`config.mk`:
```
export PLATFORM = sky130hd
export DESIGN_NAME = arcfour_search_core_flat
export DESIGN_NICKNAME = d
export VERILOG_FILES = /design/src/rtl/arcfour_search_core_if.sv /design/src/rtl/arcfour_search_core.sv /design/src/flat_wrapper.sv
export SDC_FILE = /design/constraint.sdc
export NUM_CORES = 1
export LEC_CHECK = 0
export CAP_MARGIN = 20
export CORE_MARGIN = 2
export CORE_UTILIZATION = 29
export DETAILED_ROUTE_END_ITERATION = 16
export PLACE_DENSITY_LB_ADDON = 0.15
export SETUP_SLACK_MARGIN = 0.5
export SLEW_MARGIN = 15
export SYNTH_ARGS = -nofsm -noshare
export SYNTH_HDL_FRONTEND = slang
export SYNTH_SLANG_ARGS = --single-unit
```
`constraint.sdc`:
```
create_clock -name clk -period 5.84 [get_ports clk]
set_clock_uncertainty 0.1 [all_clocks]
set_input_delay 1.168 -clock clk [delete_from_list [all_inputs] [get_ports clk]]
set_output_delay 1.168 -clock clk [all_outputs]
set_load 0.01 [all_outputs]
```
`src/rtl/arcfour_search_core_if.sv`:
```
// RAM-side bus of the RC4 key-search core: S RAM, ciphertext ROM and plaintext RAM.
// master = search core, slave = memory side.
interface arcfour_search_core_if #(
    parameter int RAM_WIDTH          = 8,
    parameter int RAM_LENGTH         = 8,
    parameter int MESSAGE_LOG_LENGTH = 5
);
    logic [RAM_LENGTH-1:0]         sAddr;
    logic [RAM_WIDTH-1:0]          sIn;
    logic                          sWren;
    logic [RAM_WIDTH-1:0]          sOut;
    logic [MESSAGE_LOG_LENGTH-1:0] kAddr;
    logic [7:0]                    kOut;
    logic [MESSAGE_LOG_LENGTH-1:0] aAddr;
    logic [7:0]                    aIn;
    logic                          aWren;

    modport master (
        output sAddr, sIn, sWren, kAddr, aAddr, aIn, aWren,
        input  sOut, kOut
    );

    modport slave (
        input  sAddr, sIn, sWren, kAddr, aAddr, aIn, aWren,
        output sOut, kOut
    );
endinterface

```
`src/rtl/arcfour_search_core.sv`:
```
// RC4 brute-force key-search core. Walks keys key_lower+CORE_ID .. key_upper with
// stride NUM_CORES; for each key it initialises and schedules S in external RAM,
// then decrypts the ciphertext ROM into the plaintext RAM and stops on the first
// key whose plaintext is entirely printable (a-z or space).
// Optional feature: define ARCFOUR_EARLY_ABORT_EN to drop a key at its first
// non-printable byte instead of decrypting the whole message.
//
// state    | meaning
// ---------+-----------------------------------------------------------
// IDLE     | waiting for start after reset
// INIT     | S[i] = i, one write per cycle
// KSA_RI   | address S[i]
// KSA_WI   | si = S[i], j += si + key byte, address S[j]
// KSA_RJ   | wait for S[j]
// KSA_WJ   | sj = S[j]
// KSA_SWI  | write S[i] = sj
// KSA_SWJ  | write S[j] = si, advance i
// P_INC    | i += 1, address S[i]
// P_RI     | wait for S[i]
// P_WI     | si = S[i], j += si, address S[j]
// P_RJ     | wait for S[j]
// P_WJ     | sj = S[j]
// P_SWI    | write S[i] = sj
// P_SWJ    | write S[j] = si, address S[si+sj] and ciphertext byte k
// P_RF     | wait for keystream and ciphertext bytes
// P_WF     | plaintext write, printable test, next byte / key / done
// NEXT_KEY | count rejected key, step key or finish
// DONE     | result held until start or reset
module arcfour_search_core #(
    parameter int RAM_WIDTH          = 8,
    parameter int RAM_LENGTH         = 8,
    parameter int KEY_LENGTH         = 3,
    parameter int MESSAGE_LENGTH     = 32,
    parameter int MESSAGE_LOG_LENGTH = 5,
    parameter int NUM_CORES          = 1,
    parameter int CORE_ID            = 0
) (
    input  logic                             clk,
    input  logic                             reset,
    input  logic                             start,
    input  logic                             halt,
    input  logic [KEY_LENGTH*RAM_WIDTH-1:0]  key_lower,
    input  logic [KEY_LENGTH*RAM_WIDTH-1:0]  key_upper,
    output logic                             busy,
    output logic                             succeeded,
    output logic                             terminated,
    output logic [KEY_LENGTH*RAM_WIDTH-1:0]  outKey,
    output logic [31:0]                      keys_tried,
    arcfour_search_core_if.master            mem
);
    localparam int KW  = KEY_LENGTH * RAM_WIDTH;
    localparam int KW1 = KW + 1;
    localparam int KIW = (KEY_LENGTH > 1) ? $clog2(KEY_LENGTH) : 1;
    localparam logic [KIW-1:0] KEY_IDX_MAX = KIW'(KEY_LENGTH - 1);
    localparam logic [RAM_LENGTH-1:0] IDX_MAX = '1;
    localparam logic [MESSAGE_LOG_LENGTH-1:0] LAST_BYTE = MESSAGE_LOG_LENGTH'(MESSAGE_LENGTH - 1);

    if (RAM_WIDTH != RAM_LENGTH) begin : gParamCheck
        $error("arcfour_search_core: RAM_WIDTH must equal RAM_LENGTH");
    end

    typedef enum logic [4:0] {
        IDLE, INIT,
        KSA_RI, KSA_WI, KSA_RJ, KSA_WJ, KSA_SWI, KSA_SWJ,
        P_INC, P_RI, P_WI, P_RJ, P_WJ, P_SWI, P_SWJ, P_RF, P_WF,
        NEXT_KEY, DONE
    } state_t;

    state_t                        state;
    logic [KW-1:0]                 key;
    logic [KW-1:0]                 keyUpper;
    logic [RAM_LENGTH-1:0]         i;
    logic [RAM_LENGTH-1:0]         j;
    logic [RAM_WIDTH-1:0]          si;
    logic [RAM_WIDTH-1:0]          sj;
    logic [MESSAGE_LOG_LENGTH-1:0] k;
    logic [KIW-1:0]                keyIdx;
    logic                          failed;

    logic [KW:0]                   firstKey;
    logic [KW:0]                   nextKey;
    logic [RAM_WIDTH-1:0]          keyByte;
    logic [RAM_LENGTH-1:0]         jKsa;
    logic [RAM_LENGTH-1:0]         jPrga;
    logic [7:0]                    plainByte;
    logic                          printable;
    logic                          wfSuccess;

    // Range arithmetic is one bit wider than the key so the last key never wraps.
    assign firstKey = {1'b0, key_lower} + KW1'(CORE_ID);
    assign nextKey  = {1'b0, key} + KW1'(NUM_CORES);

    // Key byte (i mod KEY_LENGTH); byte 0 sits in the most significant position.
    always_comb begin
        keyByte = '0;
        for (int b = 0; b < KEY_LENGTH; b++) begin
            if (KIW'(b) == keyIdx) begin
                keyByte = key[(KEY_LENGTH-1-b)*RAM_WIDTH +: RAM_WIDTH];
            end
        end
    end

    assign jKsa      = j + RAM_LENGTH'(mem.sOut) + RAM_LENGTH'(keyByte);
    assign jPrga     = j + RAM_LENGTH'(mem.sOut);
    assign plainByte = mem.sOut[7:0] ^ mem.kOut;
    assign printable = ((plainByte >= 8'h61) && (plainByte <= 8'h7A)) || (plainByte == 8'h20);
    assign wfSuccess = (state == P_WF) && (k == LAST_BYTE) && printable && !failed;

    // Read data only arrives in the WF cycle, so the plaintext byte is formed
    // combinationally and gated by the registered write enable.
    assign mem.aIn = mem.aWren ? plainByte : 8'h00;
    assign outKey  = key;

    // Search sequencer: state, datapath registers and registered RAM controls.
    always_ff @(posedge clk) begin
        if (reset) begin
            state      <= IDLE;
            busy       <= 1'b0;
            succeeded  <= 1'b0;
            terminated <= 1'b0;
            key        <= '0;
            keyUpper   <= '0;
            keys_tried <= '0;
            i          <= '0;
            j          <= '0;
            si         <= '0;
            sj         <= '0;
            k          <= '0;
            keyIdx     <= '0;
            failed     <= 1'b0;
            mem.sAddr  <= '0;
            mem.sIn    <= '0;
            mem.sWren  <= 1'b0;
            mem.kAddr  <= '0;
            mem.aAddr  <= '0;
            mem.aWren  <= 1'b0;
        end else if (halt && (state != IDLE) && (state != DONE) && !wfSuccess) begin
            if (state == NEXT_KEY) begin
                keys_tried <= keys_tried + 32'd1;
            end
            state      <= DONE;
            busy       <= 1'b0;
            succeeded  <= 1'b0;
            terminated <= 1'b1;
            mem.sWren  <= 1'b0;
            mem.aWren  <= 1'b0;
        end else begin
            unique case (state)
                IDLE, DONE: begin
                    if (start) begin
                        key        <= firstKey[KW-1:0];
                        keyUpper   <= key_upper;
                        succeeded  <= 1'b0;
                        keys_tried <= '0;
                        if (firstKey > {1'b0, key_upper}) begin
                            state      <= DONE;
                            busy       <= 1'b0;
                            terminated <= 1'b1;
                        end else begin
                            state      <= INIT;
                            busy       <= 1'b1;
                            terminated <= 1'b0;
                            failed     <= 1'b0;
                            i          <= '0;
                            mem.sAddr  <= '0;
                            mem.sIn    <= '0;
                            mem.sWren  <= 1'b1;
                        end
                    end
                end
                INIT: begin
                    if (i == IDX_MAX) begin
                        state     <= KSA_RI;
                        i         <= '0;
                        j         <= '0;
                        keyIdx    <= '0;
                        mem.sAddr <= '0;
                        mem.sWren <= 1'b0;
                    end else begin
                        i         <= i + 1'b1;
                        mem.sAddr <= i + 1'b1;
                        mem.sIn   <= RAM_WIDTH'(i + 1'b1);
                    end
                end
                KSA_RI: state <= KSA_WI;
                KSA_WI: begin
                    si        <= mem.sOut;
                    j         <= jKsa;
                    mem.sAddr <= jKsa;
                    state     <= KSA_RJ;
                end
                KSA_RJ: state <= KSA_WJ;
                KSA_WJ: begin
                    sj        <= mem.sOut;
                    mem.sAddr <= i;
                    mem.sIn   <= mem.sOut;
                    mem.sWren <= 1'b1;
                    state     <= KSA_SWI;
                end
                KSA_SWI: begin
                    mem.sAddr <= j;
                    mem.sIn   <= si;
                    state     <= KSA_SWJ;
                end
                KSA_SWJ: begin
                    mem.sWren <= 1'b0;
                    keyIdx    <= (keyIdx == KEY_IDX_MAX) ? '0 : keyIdx + 1'b1;
                    if (i == IDX_MAX) begin
                        i     <= '0;
                        j     <= '0;
                        k     <= '0;
                        state <= P_INC;
                    end else begin
                        i         <= i + 1'b1;
                        mem.sAddr <= i + 1'b1;
                        state     <= KSA_RI;
                    end
                end
                P_INC: begin
                    i         <= i + 1'b1;
                    mem.sAddr <= i + 1'b1;
                    state     <= P_RI;
                end
                P_RI: state <= P_WI;
                P_WI: begin
                    si        <= mem.sOut;
                    j         <= jPrga;
                    mem.sAddr <= jPrga;
                    state     <= P_RJ;
                end
                P_RJ: state <= P_WJ;
                P_WJ: begin
                    sj        <= mem.sOut;
                    mem.sAddr <= i;
                    mem.sIn   <= mem.sOut;
                    mem.sWren <= 1'b1;
                    state     <= P_SWI;
                end
                P_SWI: begin
                    mem.sAddr <= j;
                    mem.sIn   <= si;
                    state     <= P_SWJ;
                end
                P_SWJ: begin
                    mem.sWren <= 1'b0;
                    mem.sAddr <= RAM_LENGTH'(si + sj);
                    mem.kAddr <= k;
                    state     <= P_RF;
                end
                P_RF: begin
                    mem.aAddr <= k;
                    mem.aWren <= 1'b1;
                    state     <= P_WF;
                end
                P_WF: begin
                    mem.aWren <= 1'b0;
`ifdef ARCFOUR_EARLY_ABORT_EN
                    if (!printable) begin
                        state <= NEXT_KEY;
                    end else if (k == LAST_BYTE) begin
                        state      <= DONE;
                        busy       <= 1'b0;
                        succeeded  <= 1'b1;
                        terminated <= 1'b1;
                    end else begin
                        k     <= k + 1'b1;
                        state <= P_INC;
                    end
`else
                    if (k == LAST_BYTE) begin
                        if (failed || !printable) begin
                            state <= NEXT_KEY;
                        end else begin
                            state      <= DONE;
                            busy       <= 1'b0;
                            succeeded  <= 1'b1;
                            terminated <= 1'b1;
                        end
                    end else begin
                        failed <= failed | ~printable;
                        k      <= k + 1'b1;
                        state  <= P_INC;
                    end
`endif
                end
                NEXT_KEY: begin
                    keys_tried <= keys_tried + 32'd1;
                    if (nextKey > {1'b0, keyUpper}) begin
                        state      <= DONE;
                        busy       <= 1'b0;
                        terminated <= 1'b1;
                    end else begin
                        key       <= nextKey[KW-1:0];
                        state     <= INIT;
                        failed    <= 1'b0;
                        i         <= '0;
                        mem.sAddr <= '0;
                        mem.sIn   <= '0;
                        mem.sWren <= 1'b1;
                    end
                end
                default: state <= IDLE;
            endcase
        end
    end
endmodule

```
`src/flat_wrapper.sv`:
```
// flat-port wrapper written by rule: the top's interface ports become plain ports
module arcfour_search_core_flat 
#(
    parameter int RAM_WIDTH          = 8,
    parameter int RAM_LENGTH         = 8,
    parameter int KEY_LENGTH         = 3,
    parameter int MESSAGE_LENGTH     = 32,
    parameter int MESSAGE_LOG_LENGTH = 5,
    parameter int NUM_CORES          = 1,
    parameter int CORE_ID            = 0
)
  (clk, reset, start, halt, key_lower, key_upper, busy, succeeded, terminated, outKey, keys_tried, mem_sAddr, mem_sIn, mem_sWren, mem_kAddr, mem_aAddr, mem_aIn, mem_aWren, mem_sOut, mem_kOut);
  arcfour_search_core_if #(.RAM_WIDTH(RAM_WIDTH), .RAM_LENGTH(RAM_LENGTH), .MESSAGE_LOG_LENGTH(MESSAGE_LOG_LENGTH)) mem_i ();
  input  logic clk;
  input  logic reset;
  input  logic start;
  input  logic halt;
  input  logic [KEY_LENGTH*RAM_WIDTH-1:0] key_lower;
  input  logic [KEY_LENGTH*RAM_WIDTH-1:0] key_upper;
  output logic busy;
  output logic succeeded;
  output logic terminated;
  output logic [KEY_LENGTH*RAM_WIDTH-1:0] outKey;
  output logic [31:0] keys_tried;
  output wire logic [$bits(mem_i.sAddr)-1:0] mem_sAddr;
  output wire logic [$bits(mem_i.sIn)-1:0] mem_sIn;
  output wire logic [$bits(mem_i.sWren)-1:0] mem_sWren;
  output wire logic [$bits(mem_i.kAddr)-1:0] mem_kAddr;
  output wire logic [$bits(mem_i.aAddr)-1:0] mem_aAddr;
  output wire logic [$bits(mem_i.aIn)-1:0] mem_aIn;
  output wire logic [$bits(mem_i.aWren)-1:0] mem_aWren;
  input wire logic [$bits(mem_i.sOut)-1:0] mem_sOut;
  input wire logic [$bits(mem_i.kOut)-1:0] mem_kOut;
  assign mem_sAddr = mem_i.sAddr;
  assign mem_sIn = mem_i.sIn;
  assign mem_sWren = mem_i.sWren;
  assign mem_kAddr = mem_i.kAddr;
  assign mem_aAddr = mem_i.aAddr;
  assign mem_aIn = mem_i.aIn;
  assign mem_aWren = mem_i.aWren;
  assign mem_i.sOut = mem_sOut;
  assign mem_i.kOut = mem_kOut;
  arcfour_search_core #(.RAM_WIDTH(RAM_WIDTH), .RAM_LENGTH(RAM_LENGTH), .KEY_LENGTH(KEY_LENGTH), .MESSAGE_LENGTH(MESSAGE_LENGTH), .MESSAGE_LOG_LENGTH(MESSAGE_LOG_LENGTH), .NUM_CORES(NUM_CORES), .CORE_ID(CORE_ID)) u_core (.clk(clk), .reset(reset), .start(start), .halt(halt), .key_lower(key_lower), .key_upper(key_upper), .busy(busy), .succeeded(succeeded), .terminated(terminated), .outKey(outKey), .keys_tried(keys_tried), .mem(mem_i));
endmodule
```
# Word-level counts from Yosys, hierarchy flattened
# Index checks and enable logic that the tools add are counted.
[word_totals]
ff_bits = 156
latchBits = 0
ram_bits = 0
rom_bits = 0
in_bits = 68
out_inout_bits = 95
wordCells = 196
n_memories = 0
[op_classes]
addsub = 8
n_mul = 0
div = 0
order_cmp = 4
eq_ne = 43
shifts = 0
mux = 62
bitwise_logic = 4
reduce_logical = 54
[op_table]
columns = ["cell", "n"]
rows = [
  ["32-bit 2-to-1 mux", 3],
  ["5-bit one-hot mux with 18 select lines", 1],
  ["8-bit 2-to-1 mux", 10],
  ["8-bit one-hot mux with 10 select lines", 1],
  ["32-bit one-hot mux with 2 select lines", 1],
  ["24-bit 2-to-1 mux", 2],
  ["24-bit one-hot mux with 2 select lines", 1],
  ["5-bit by 4-bit == test with 1-bit output (second input constant)", 8],
  ["5-bit 2-to-1 mux", 8],
  ["8-bit one-hot mux with 5 select lines", 1],
  ["32-bit by 1-bit adder with 32-bit output (second input constant)", 1],
  ["8-bit one-hot mux with 4 select lines", 1],
  ["24-bit by 1-bit adder with 25-bit output (second input constant)", 1],
  ["25-bit by 24-bit greater-than comparator with 1-bit output", 1],
  ["8-bit adder", 3],
  ["24-bit greater-than comparator", 1],
  ["8-bit one-hot mux with 3 select lines", 1],
  ["5-bit by 3-bit == test with 1-bit output (second input constant)", 4],
  ["5-bit == test (second input constant)", 4],
  ["1-bit 2-to-1 mux", 20],
  ["2-bit inequality test (second input constant)", 10],
  ["5-bit AND reduction", 4],
  ["6-bit AND reduction", 3],
  ["5-bit nonzero test", 3],
  ["other kinds (40)", 82],
]

# Longest topological paths before layout
# Gate-level depths: netlist (run 1).
[depth]
word_depth = 10
mapped_depth = 16
mapped_depth_nobuf = 15

# Worst setup path after synthesis (run 1)
# No wires, ideal clock.
[synth_path]
path_type = "reg-to-reg"
start = "register u_core.key[2], in the netlist u_core.outKey[2]"
end = "register u_core.mem.sAddr[7]"
setup_ns = 0.122
t_arrival_ns = 4.021
required_ns = 5.618
slack_ns = 1.597
stages_incl_launch_ff = 16
path_buffers = 1
period_less_slack_ns = 4.243
path_cell_list = "dfxtp_1 -> clkbuf_2 -> nand2_1 -> nor2_1 -> nand3_1 -> or4_1 -> xnor2_1 -> ha_1 -> nand2_1 -> nor4_1 -> a2111oi_0 -> o21ai_0 -> o21ai_1 -> o21ai_1 -> o31a_1 -> a221o_1"
[synth_via]
elab_chain_len = 4
elab_cells_between_ends = 7
classes_between = "add/sub: 2; order compare: 1; eq/ne: 1; mux: 2; reduce/logical: 1"
[synth_lines]
columns = ["item", "line", "text"]
rows = [
  ["from (decl)", "arcfour_search_core.sv:70", "logic [KW-1:0] key;"],
  ["from (signal assigned)", "arcfour_search_core.sv:151", "key <= firstKey[KW-1:0];"],
  ["from (signal assigned)", "arcfour_search_core.sv:293", "key <= nextKey[KW-1:0];"],
  ["24-bit by 1-bit adder with 25-bit output", "arcfour_search_core.sv:91", "assign nextKey = {1'b0, key} + KW1'(NUM_CORES);"],
  ["25-bit by 24-bit greater-than comparator with 1-bit output", "arcfour_search_core.sv:288", "if (nextKey > {1'b0, keyUpper}) begin"],
  ["2-bit inequality test (no source line)", "--", ""],
  ["6-bit AND reduction (no source line)", "--", ""],
  ["to (signal assigned)", "arcfour_search_core.sv:181", "mem.sAddr <= i + 1'b1;"],
  ["to (signal assigned)", "arcfour_search_core.sv:189", "mem.sAddr <= jKsa;"],
  ["to (signal assigned)", "arcfour_search_core.sv:195", "mem.sAddr <= i;"],
  ["to (decl)", "arcfour_search_core_if.sv:19", "output sAddr, sIn, sWren, kAddr, aAddr, aIn, aWren,"],
]
# Several ways; a longest one is shown, not always the timed one.
# A chain may end at the register's enable or synchronous reset.

# Final worst setup path (run 1)
[layout_path]
start = "register u_core.key[0], in the netlist u_core.outKey[0]"
end = "register u_core.mem.sAddr[7]"
# Same word-level chain as after synthesis.

==> run summary, run 1 <==
leakage power: 4.89 nW
Util after Layout: 37.2%
Rel. slew slack: 35.5%
most frequent cells in the layout: 164 x nor2_1, 161 x clkdlybuf4s50_1, 156 x dfxtp_1
Via Count: 9884
top cells by area, synth: dfxtp_1 31%, ha_1 9.2%, a21oi_1 6.7%, nor2_1 6.1%, nand2_1 5.8%
GRT Total Usage: 19.1%
PortBufs: 162
critical path class: register to register
crit share post-route: 84.3%
fin cells: 1921
Top FF cell, synth: dfxtp_1
post-synthesis register bit count: 156
root buffer cell: clkbuf_16
DRC: 0
total chip power: 0.00481 W
post-placement cell count: 1889
Initial Util: 29.3%
Placed Area: 12100 µm²
clk buf depth: 2
Synth Area per Inst: 7.64 µm²
Final HPWL DP: 26000 µm
drt pass-1 iters: 5
pin count of the biggest net entering global routing: 58
Avg WL per Cell: 18.0 µm
CTS tree: done
Gate Count Post-Synth: 1321
first-pass GRT wire length: 53800 µm
H-Tree Depth: 4
initial drt markers: 745
Stages on worst setup path: 14
Core Area: 34400 µm²
synth unique cells: 77
Critical-path top delay cell: or4_1
Worst Reg2Reg Path Length in Cells: 14
Routed WL: 34600 µm
final setup TNS: 0 ns
grt ovf: 0
PostCTS Resize Cnt: 0
Power per Cell Area: 376 nW/µm²
commonest non-fill, non-tap cell in the layout: nor2_1
fill count: 3645
Top delay family on crit path: compound AO/OA/AOI/OAI gates
sequential share of the synthesized area: 31.0%
CTS Buf Count: 17
Placer Congestion: 0.857
Detail Route Antenna Nets: 0
setup bufs post-CTS: 0
peak supply drop: 0.317 mV
Max Slew Vio Count: 0
Clock Sinks: 156
CP Launch Type: register
Synth area leader: dfxtp_1
layout net count: 1599
worst-path cell chain: nand3_1 > nor2_1 > nand3_1 > or4_1 > xnor2_1 > ha_1 > nand2_1 > nor4_1 > a2111oi_0 > o21ai_0 > o21ai_1 > o21ai_1 > o31a_1 > a221o_1
reg2reg setup slack: 0.92 ns
syn nets: 1466
FF-to-FF Start: u_core.outKey[0]
vias in the first global route: 9304
Die Area: 36300 µm²
final setup fails: 0
Min-Delay Path Class: register to register
number of flops mapped to enable cells by yosys: 0
Die Y: 191 µm
Vias/cell: 5.15
Crit path arrival time: 5.14 ns
# IOs: 163
crit-path max FO: 8
fin crit period: 4.92 ns
Rows: 68
Die X: 191 µm
area grow syn2layout: 26.7%
CP Buf/Inv Count: 0
status: finished, final reports clean
highest clock rate: 203 MHz
end of the critical path: u_core.mem.sAddr[7]
# Max-Cap Violations: 0
final-report hold violation count: 0
CP max stage delay: 0.66 ns
R2R Path End: u_core.mem.sAddr[7]
RSZ-0062 raised after global routing: no
CP required: 6.06 ns
antenna cells: 0
Worst-Margin Slew: 0.962 ns
Finished Cell Area: 12800 µm²
hold buffers post-CTS: 0
Mapped Area: 10100 µm²
Worst Setup SP: u_core.outKey[0]
CTS clock-pin slew for the worst setup and hold paths: 0.07 ns
synth warn: 0
hold_sp: u_core.keyUpper[16]
share of layout cells above drive strength 1: 4.50%
Worst setup EP type: register
antenna violations before repair: 0
clock latency on the worst-skew pair: 0.44 ns
ys async rst share: 0%
area share of the largest cell type after synthesis: 31.0%
[synthesized netlist by cell type (all sizes together) (8+ instances only)]
master,count
a211oi,10
a21oi,138
a221oi,9
a22oi,10
a31o,8
and2,11
and3,25
buf,15
clkbuf,49
dfxtp,156
ha,74
inv,68
mux2i,26
nand2,156
nand3,53
nand4,18
nor2,165
nor2b,9
nor3,46
nor4,8
o211ai,14
o21ai,52
o31a,8
or3,13
xnor2,43
xor2,42
[state kept, by name, indices dropped and copies added, names as in the netlist, 2 cells and up]
register and flops:
u_core.i 8, u_core.j 8, u_core.k 5, u_core.keyIdx 2, u_core.keyUpper 24, u_core.keys_tried 32
u_core.mem.aAddr 5, u_core.mem.kAddr 5, u_core.mem.sAddr 8, u_core.mem.sIn 8, u_core.outKey 24, u_core.si 8
u_core.sj 8, u_core.state 5
[final cells by class]
cell class,instances,area (µm²),share of cell area [%]
Multi-Input combinational cell,1033,6460,50.5
Sequential cell,156,3120,24.4
Timing Repair Buffer,178,1750,13.7
Tap cell,455,569,4.46
Clock buffer,21,460,3.60
Inverter,68,255,2.00
Clock inverter,10,164,1.28
[stage by stage]
stage / setup slack (ns) / hold WS, ns
floorplan: 1.60 / 0.336
detailed placement: 0.940 / 0.348
global route: 0.578 / 0.376
global placement: 1.04 / 0.346
CTS: 0.932 / 0.358
finish: 0.920 / 0.356
[where the power goes]
part           leakage [nW]  switching [W]  internal (W)
sequential             1.26       0.000241       0.00121
combinational          3.33        0.00132      0.000829
clock                 0.292       0.000469      0.000737
total                  4.89        0.00203       0.00277
[how the worst min path moves through the flow]
stage / endpoint / slack [ns] / depth (start not counted)
3_5_place_dp: u_core.keyUpper[16] / 0.35 / 2
5_1_grt: u_core.keyUpper[16] / 0.38 / 2
4_1_cts: u_core.keyUpper[16] / 0.36 / 2
3_3_place_gp: u_core.mem.sIn[7] / 0.35 / 2
6_report: u_core.keyUpper[16] / 0.36 / 2
2_1_floorplan: u_core.keyUpper[10] / 0.34 / 2
[cells by family after synthesis]
logic type | count (synthesis) | synth area share, %
simple gates | 535 | 24.7
buf+inv | 132 | 5.13
xor+xnor | 85 | 7.38
mux | 27 | 2.69
fa+ha+maj | 77 | 9.77
compound gates | 309 | 19.4
flops | 156 | 31.0
[tightest hold or removal path, cell delays in order, from the launching register on]
cell,delay (ns)
dfxtp_1,0.31
nand2_1,0.05
a21oi_1,0.05
[per-layer routing]
layer | track usage (%) | vias to the layer above | wire [µm]
met4 | 5.93 | 0 | 734
li1 | - | 4934 | -
met3 | 3.55 | 48 | 1770
met2 | 30.8 | 252 | 15900
met5 | 0 | - | 0
met1 | 25.6 | 4650 | 16200
Note: power is estimated with default switching activity, not from simulation.
==> run 2, diff against run 1 <==
clock period = 5.1 ns   (was 5.84 ns; I/O delays follow)
==> run 2 against run 1 <==
Cell count grew 0.99%; sequential power grew 9.7%; utilization grew 0.54 points; fmax grew 14%; largest power group unchanged.
==> run summary, run 2 (synthesis gave the netlist of run 1 again) <==
initial drt markers: 714 (-4.2%)
fin cells: 1940 (+0.99%)
peak supply drop: 0.263 mV (-17%)
CTS clock-pin slew for the worst setup and hold paths: 0.06 ns (about the same)
CTS tree: done
area grow syn2layout: 28.5%
Via Count: 9972 (+0.89%)
Die Y: 191 µm (unchanged)
crit-path max FO: 15 (+7)
Worst Hold Margin: 0.355 ns (-0.000522 ns)
root buffer cell: clkbuf_16
critical path class: register to register
# Max-Cap Violations: 0 (unchanged)
hold buffers post-CTS: 0 (unchanged)
final worst setup slack: 0.798 ns (-0.121 ns)
final setup TNS: 0 ns (unchanged)
post-placement cell count: 1904 (+0.79%)
Placer Congestion: 0.897 (+4.8%)
grt ovf: 0 (unchanged)
pre-CTS setup slack: 0.404 ns (-0.536 ns)
Max Slew Vio Count: 0 (unchanged)
Routed WL: 34700 µm (+0.28%)
fill count: 3662 (+0.47%)
GRT Total Usage: 19.2% (+0.12 points)
# IOs: 163 (unchanged)
Worst setup EP type: register
first-pass GRT wire length: 54200 µm (+0.67%)
crit share post-route: 84.3% (+0.093 points)
Worst-Margin Slew: 1.00 ns (+0.0376 ns)
antenna violations before repair: 0 (unchanged)
Rows: 68 (unchanged)
layout net count: 1618 (+1.2%)
Die Area: 36300 µm² (unchanged)
clock latency on the worst-skew pair: 0.44 ns (about the same)
Biggest register: u_core.keys_tried
pin count of the biggest net entering global routing: 85 (+47%)
highest clock rate: 232 MHz (+14%)
H-Tree Depth: 4 (unchanged)
clk buf depth: 2 (unchanged)
commonest non-fill, non-tap cell in the layout: nor2_1
Power per Cell Area: 439 nW/µm² (+17%)
PortBufs: 162 (unchanged)
Initial Util: 29.3% (unchanged)
CP required: 5.35 ns (-0.71 ns)
final setup fails: 0 (unchanged)
drt pass-1 iters: 6 (+1)
Clock Sinks: 156 (unchanged)
CTS Buf Count: 17 (unchanged)
status: finished, final reports clean
DRC: 0 (unchanged)
RSZ-0062 raised after global routing: yes
leakage power: 5.00 nW (+2.4%)
fin crit period: 4.30 ns (-0.619 ns)
share of layout cells above drive strength 1: 6.06% (+1.6 points)
Avg WL per Cell: 17.9 µm (-0.70%)
Detail Route Antenna Nets: 0 (unchanged)
final-report hold violation count: 0 (unchanged)
most frequent cells in the layout: 164 x nor2_1, 161 x clkdlybuf4s50_1, 155 x nand2_1, 155 x dfxtp_1, 136 x a21oi_1
Min-Delay Path Class: register to register
Die X: 191 µm (unchanged)
Core Area: 34400 µm² (unchanged)
vias in the first global route: 9414 (+1.2%)
max reg flops: 32 (unchanged)
CP Launch Type: register
antenna cells: 0 (unchanged)
Rel. slew slack: 33.4% (-2.2 points)
Final HPWL DP: 26100 µm (+0.27%)
Vias/cell: 5.14 (about the same)
Crit path arrival time: 4.56 ns (-0.58 ns)
## run 2: final cells by class
cell class	count	area [µm²]	area share, %
Multi-Input combinational cell	1033	6490	50.1
Sequential cell	156	3120	24.1
Timing Repair Buffer	197	1910	14.7
Tap cell	455	569	4.39
Clock buffer	22	484	3.74
Inverter	68	255	1.97
Clock inverter	9	133	1.02
## run 2: critical path: stages (launching register included)
cell	delay (ns)
dfxtp_1	0.44
ha_1	0.26
nand3_1	0.17
nor3_1	0.23
buf_4	0.17
and3_1	0.17
xor2_1	0.25
ha_1	0.31
a21oi_1	0.15
o21ai_0	0.17
a2111oi_2	0.44
o21ai_0	0.19
o21ai_2	0.21
buf_4	0.17
o211ai_4	0.17
or4_1	0.46
a21oi_1	0.15
## run 2: final timing paths
kind / from / to / slack [ns] / cells after the start
hold / removal: u_core.keyUpper[23] / u_core.keyUpper[23] / 0.36 / 2
setup reg to reg: u_core.outKey[1] / u_core.i[2] / 0.80 / 16
hold reg to reg: u_core.keyUpper[23] / u_core.keyUpper[23] / 0.36 / 2
setup / recovery: u_core.outKey[1] / u_core.i[2] / 0.80 / 16
## run 2: metrics by stage
stage               utilization [%]  total power (W)  instance area [µm²]
CTS                            37.5          0.00560                12900
finish                         37.7          0.00569                13000
global placement               35.6          0.00419                12200
floorplan                         -          0.00327                10100
detailed placement             35.6          0.00420                12200
global route                   37.7          0.00608                13000
## run 2: power breakdown
part	total, W	internal, W	switching, W
Combinational	0.00274	0.00108	0.00166
Clock	0.00137	0.000822	0.000543
Sequential	0.00159	0.00138	0.000210
Total	0.00569	0.00328	0.00241
## run 2: routing by layer
metal	part of all wire [%]	routed length [µm]	global-route usage [%]
met1	47	16200	25.6
met2	47	16400	31.7
met3	4.3	1480	3.04
met4	1.9	667	5.75
met5	0	0	0
## run 2: what timing repair did
item,in CTS,in global routing
endpoints found under the setup margin,10,52
pin swaps,0,3
resized for setup,2,7
setup buffers,0,4
==> run 3, diff against run 2 <==
clock period = 3.7 ns   (was 5.1 ns; I/O delays follow)
==> run 3 against run 2 <==
The flow now finishes with violations (setup timing); flip-flop and latch count unchanged; critical path depth grew 1; die area did not move; total power grew 70%; sequential power rose by 35%; first-iteration DRC count fell by 2.2%; hold slack improved by 0.0019 ns; cell area grew 17%; sequential share of layout area fell by 3.3 points; critical path type unchanged; highest routed layer unchanged.
==> run summary, run 3 (synthesis gave the netlist of run 1 again) <==
Final HPWL DP: 27100 µm (+4.0%)
Avg WL per Cell: 17.6 µm (-1.7%)
Power per Cell Area: 637 nW/µm² (+45%)
commonest non-fill, non-tap cell in the layout: buf_4
Placed Area: 13700 µm² (+12%)
Detail Route Antenna Nets: 0 (unchanged)
CTS tree: done
Worst Hold Margin: 0.357 ns (+0.00191 ns)
CP max stage delay: 0.47 ns (about the same)
highest clock rate: 265 MHz (+14%)
drt pass-1 iters: 5 (-1)
Vias/cell: 5.05 (-1.8%)
post-placement cell count: 2051 (+7.7%)
crit share post-route: 102% (+17 points)
Rows: 68 (unchanged)
Top delay family on crit path: simple AND/OR/NAND/NOR gates
Min-Delay Path Class: register to register
layout net count: 1795 (+11%)
Initial Util: 29.3% (unchanged)
final setup fails: 25 (+25)
worst-path cell chain: and3_4 > and2_4 > nand3_4 > or4_4 > xnor2_2 > ha_1 > nand2_2 > nor4_4 > a2111oi_4 > buf_4 > o21ai_2 > o21ai_2 > buf_6 > o21ai_4 > buf_6 > or4_4 > a21oi_2
most frequent cells in the layout: 185 x buf_4, 161 x nor2_1, 155 x clkdlybuf4s50_1
switching portion of total power: 42.0% (-0.34 points)
PortBufs: 162 (unchanged)
Pint: 0.00561 W (+71%)
crit-path max FO: 5 (-10)
Clock Sinks: 156 (unchanged)
area grow syn2layout: 50.3%
share of layout cells above drive strength 1: 22.9% (+17 points)
Finished Cell Area: 15200 µm² (+17%)
Core Area: 34400 µm² (unchanged)
antenna violations before repair: 1 (+1)
# Max-Cap Violations: 0 (unchanged)
root buffer cell: clkbuf_16
reg2reg setup slack: -0.07 ns (-0.87 ns)
final-report hold violation count: 0 (unchanged)
critical path class: register to register
Placer Congestion: 0.858 (-4.3%)
total chip power: 0.00967 W (+70%)
Biggest register: u_core.keys_tried
CP Launch Type: register
initial drt markers: 698 (-2.2%)
Critical-path top delay cell: or4_4
Via Count: 10700 (+7.2%)
Worst-Margin Slew: 0.896 ns (-0.104 ns)
clk buf depth: 2 (unchanged)
Reg area: 3150 µm² (+0.88%)
final worst setup slack: -0.0668 ns (-0.865 ns)
first-pass GRT wire length: 57600 µm (+6.3%)
Clock power frac: 19.0% (-5.0 points)
CP required: 3.98 ns (-1.37 ns)
max reg flops: 32 (unchanged)
Die Area: 36300 µm² (unchanged)
GRT Total Usage: 20.3% (+1.1 points)
# IOs: 163 (unchanged)
peak supply drop: 0.428 mV (+63%)
fin cells: 2118 (+9.2%)
Die X: 191 µm (unchanged)
Max Slew Vio Count: 0 (unchanged)
DRC: 0 (unchanged)
Worst setup EP type: register
clock latency on the worst-skew pair: 0.45 ns (about the same)
CP Buf/Inv Count: 3 (+1)
Die Y: 191 µm (unchanged)
fin crit period: 3.77 ns (-0.535 ns)
RSZ-0062 raised after global routing: yes
area occupied by multi-input gates: 7180 µm² (+11%)
Flop pwr share: 22.2% (-5.7 points)
grt ovf: 0 (unchanged)
pre-CTS setup slack: -0.384 ns (-0.788 ns)
Rel. slew slack: 39.8% (+6.5 points)
pin count of the biggest net entering global routing: 108 (+27%)
vias in the first global route: 10400 (+10%)
fill count: 3483 (-4.9%)
failing checks: setup timing
leakage power: 6.14 nW (+23%)
H-Tree Depth: 4 (unchanged)
Crit path arrival time: 4.04 ns (-0.52 ns)
Routed WL: 37200 µm (+7.3%)
CTS Buf Count: 17 (unchanged)
status: finished, violations left
combinational share of power: 58.8% (+11 points)
CTS clock-pin slew for the worst setup and hold paths: 0.07 ns (about the same)
NetSw: 0.00406 W (+69%)
## run 3: cell count changes in the layout (fill, tap and decap cells not counted), moves of 8 or more
cell	change
buf_6	+14
dfxtp_2	+10
nor3_4	+10
a21oi_1	-18
nor3_1	-15
dfxtp_1	-14
buf_4	+152
a21oi_2	+17
ha_1	-8
o21ai_0	-13
## run 3: timing repair
| item | in CTS | in global routing |
|---|---|---|
| hold buffers | 0 | 0 |
| gates cloned | 1 | 5 |
| setup buffers | 21 | 8 |
| resized for setup | 64 | 67 |
| pin swaps | 42 | 44 |
| endpoints found under the setup margin | 92 | 101 |
## run 3: cell type report
| type | count | area share [%] |
|---|---|---|
| clock inverters | 13 | 1.01 |
| repair buffers | 373 | 22.5 |
| inverters | 68 | 1.68 |
| clock buffers | 18 | 2.90 |
| multi-input cells | 1034 | 47.4 |
| well taps | 455 | 3.75 |
| flip-flops and latches | 156 | 20.8 |
| diodes | 1 | 0.0165 |
## run 3: worst paths after layout
path,endpoint,depth (start not counted),startpoint
worst min register to register,u_core.keyUpper[1],2,u_core.keyUpper[1]
worst min-delay path,u_core.keyUpper[1],2,u_core.keyUpper[1]
worst max-delay path,u_core.mem.sWren,17,u_core.outKey[8]
worst max register to register,u_core.mem.sWren,17,u_core.outKey[8]
## run 3: layer usage
layer	GRT usage [%]	vias to the layer above	part of all wire, %	wire length, µm
met2	33.7	243	48	17800
met5	0	-	0	0
li1	-	5344	-	-
met3	3.07	32	4.1	1530
met1	27.4	5067	47	17300
met4	5.43	0	1.3	493
## run 3: worst reg2reg max path: cells and delay by family (launching register included)
kind	cells	cell delay, ns
XOR/XNOR	1	0.15
AO/OA/AOI/OAI	5	0.73
buffers and inverters	3	0.49
adder cells (fa/ha/maj)	1	0.32
flip-flops	1	0.37
AND/OR/NAND/NOR	7	1.53
## run 3: per-stage QoR
| step | setup TNS (ns) | util [%] |
|---|---|---|
| 2_1_floorplan | 0 | - |
| 3_3_place_gp | -9.73 | 39.8 |
| 3_5_place_dp | -10.34 | 39.8 |
| 4_1_cts | -0.478 | 43.0 |
| 5_1_grt | -7.48 | 44.1 |
| 6_report | -0.906 | 44.1 |
## run 3: power by group through the flow
stage	Combinational [W]	Clock (W)	Sequential (W)
final	0.00569	0.00183	0.00215
after global routing	0.00615	0.00195	0.00217
after CTS	0.00522	0.00189	0.00213
after detailed placement	0.00445	0	0.00216
after global placement	0.00443	0	0.00216
after floorplan	0.00263	0	0.00218
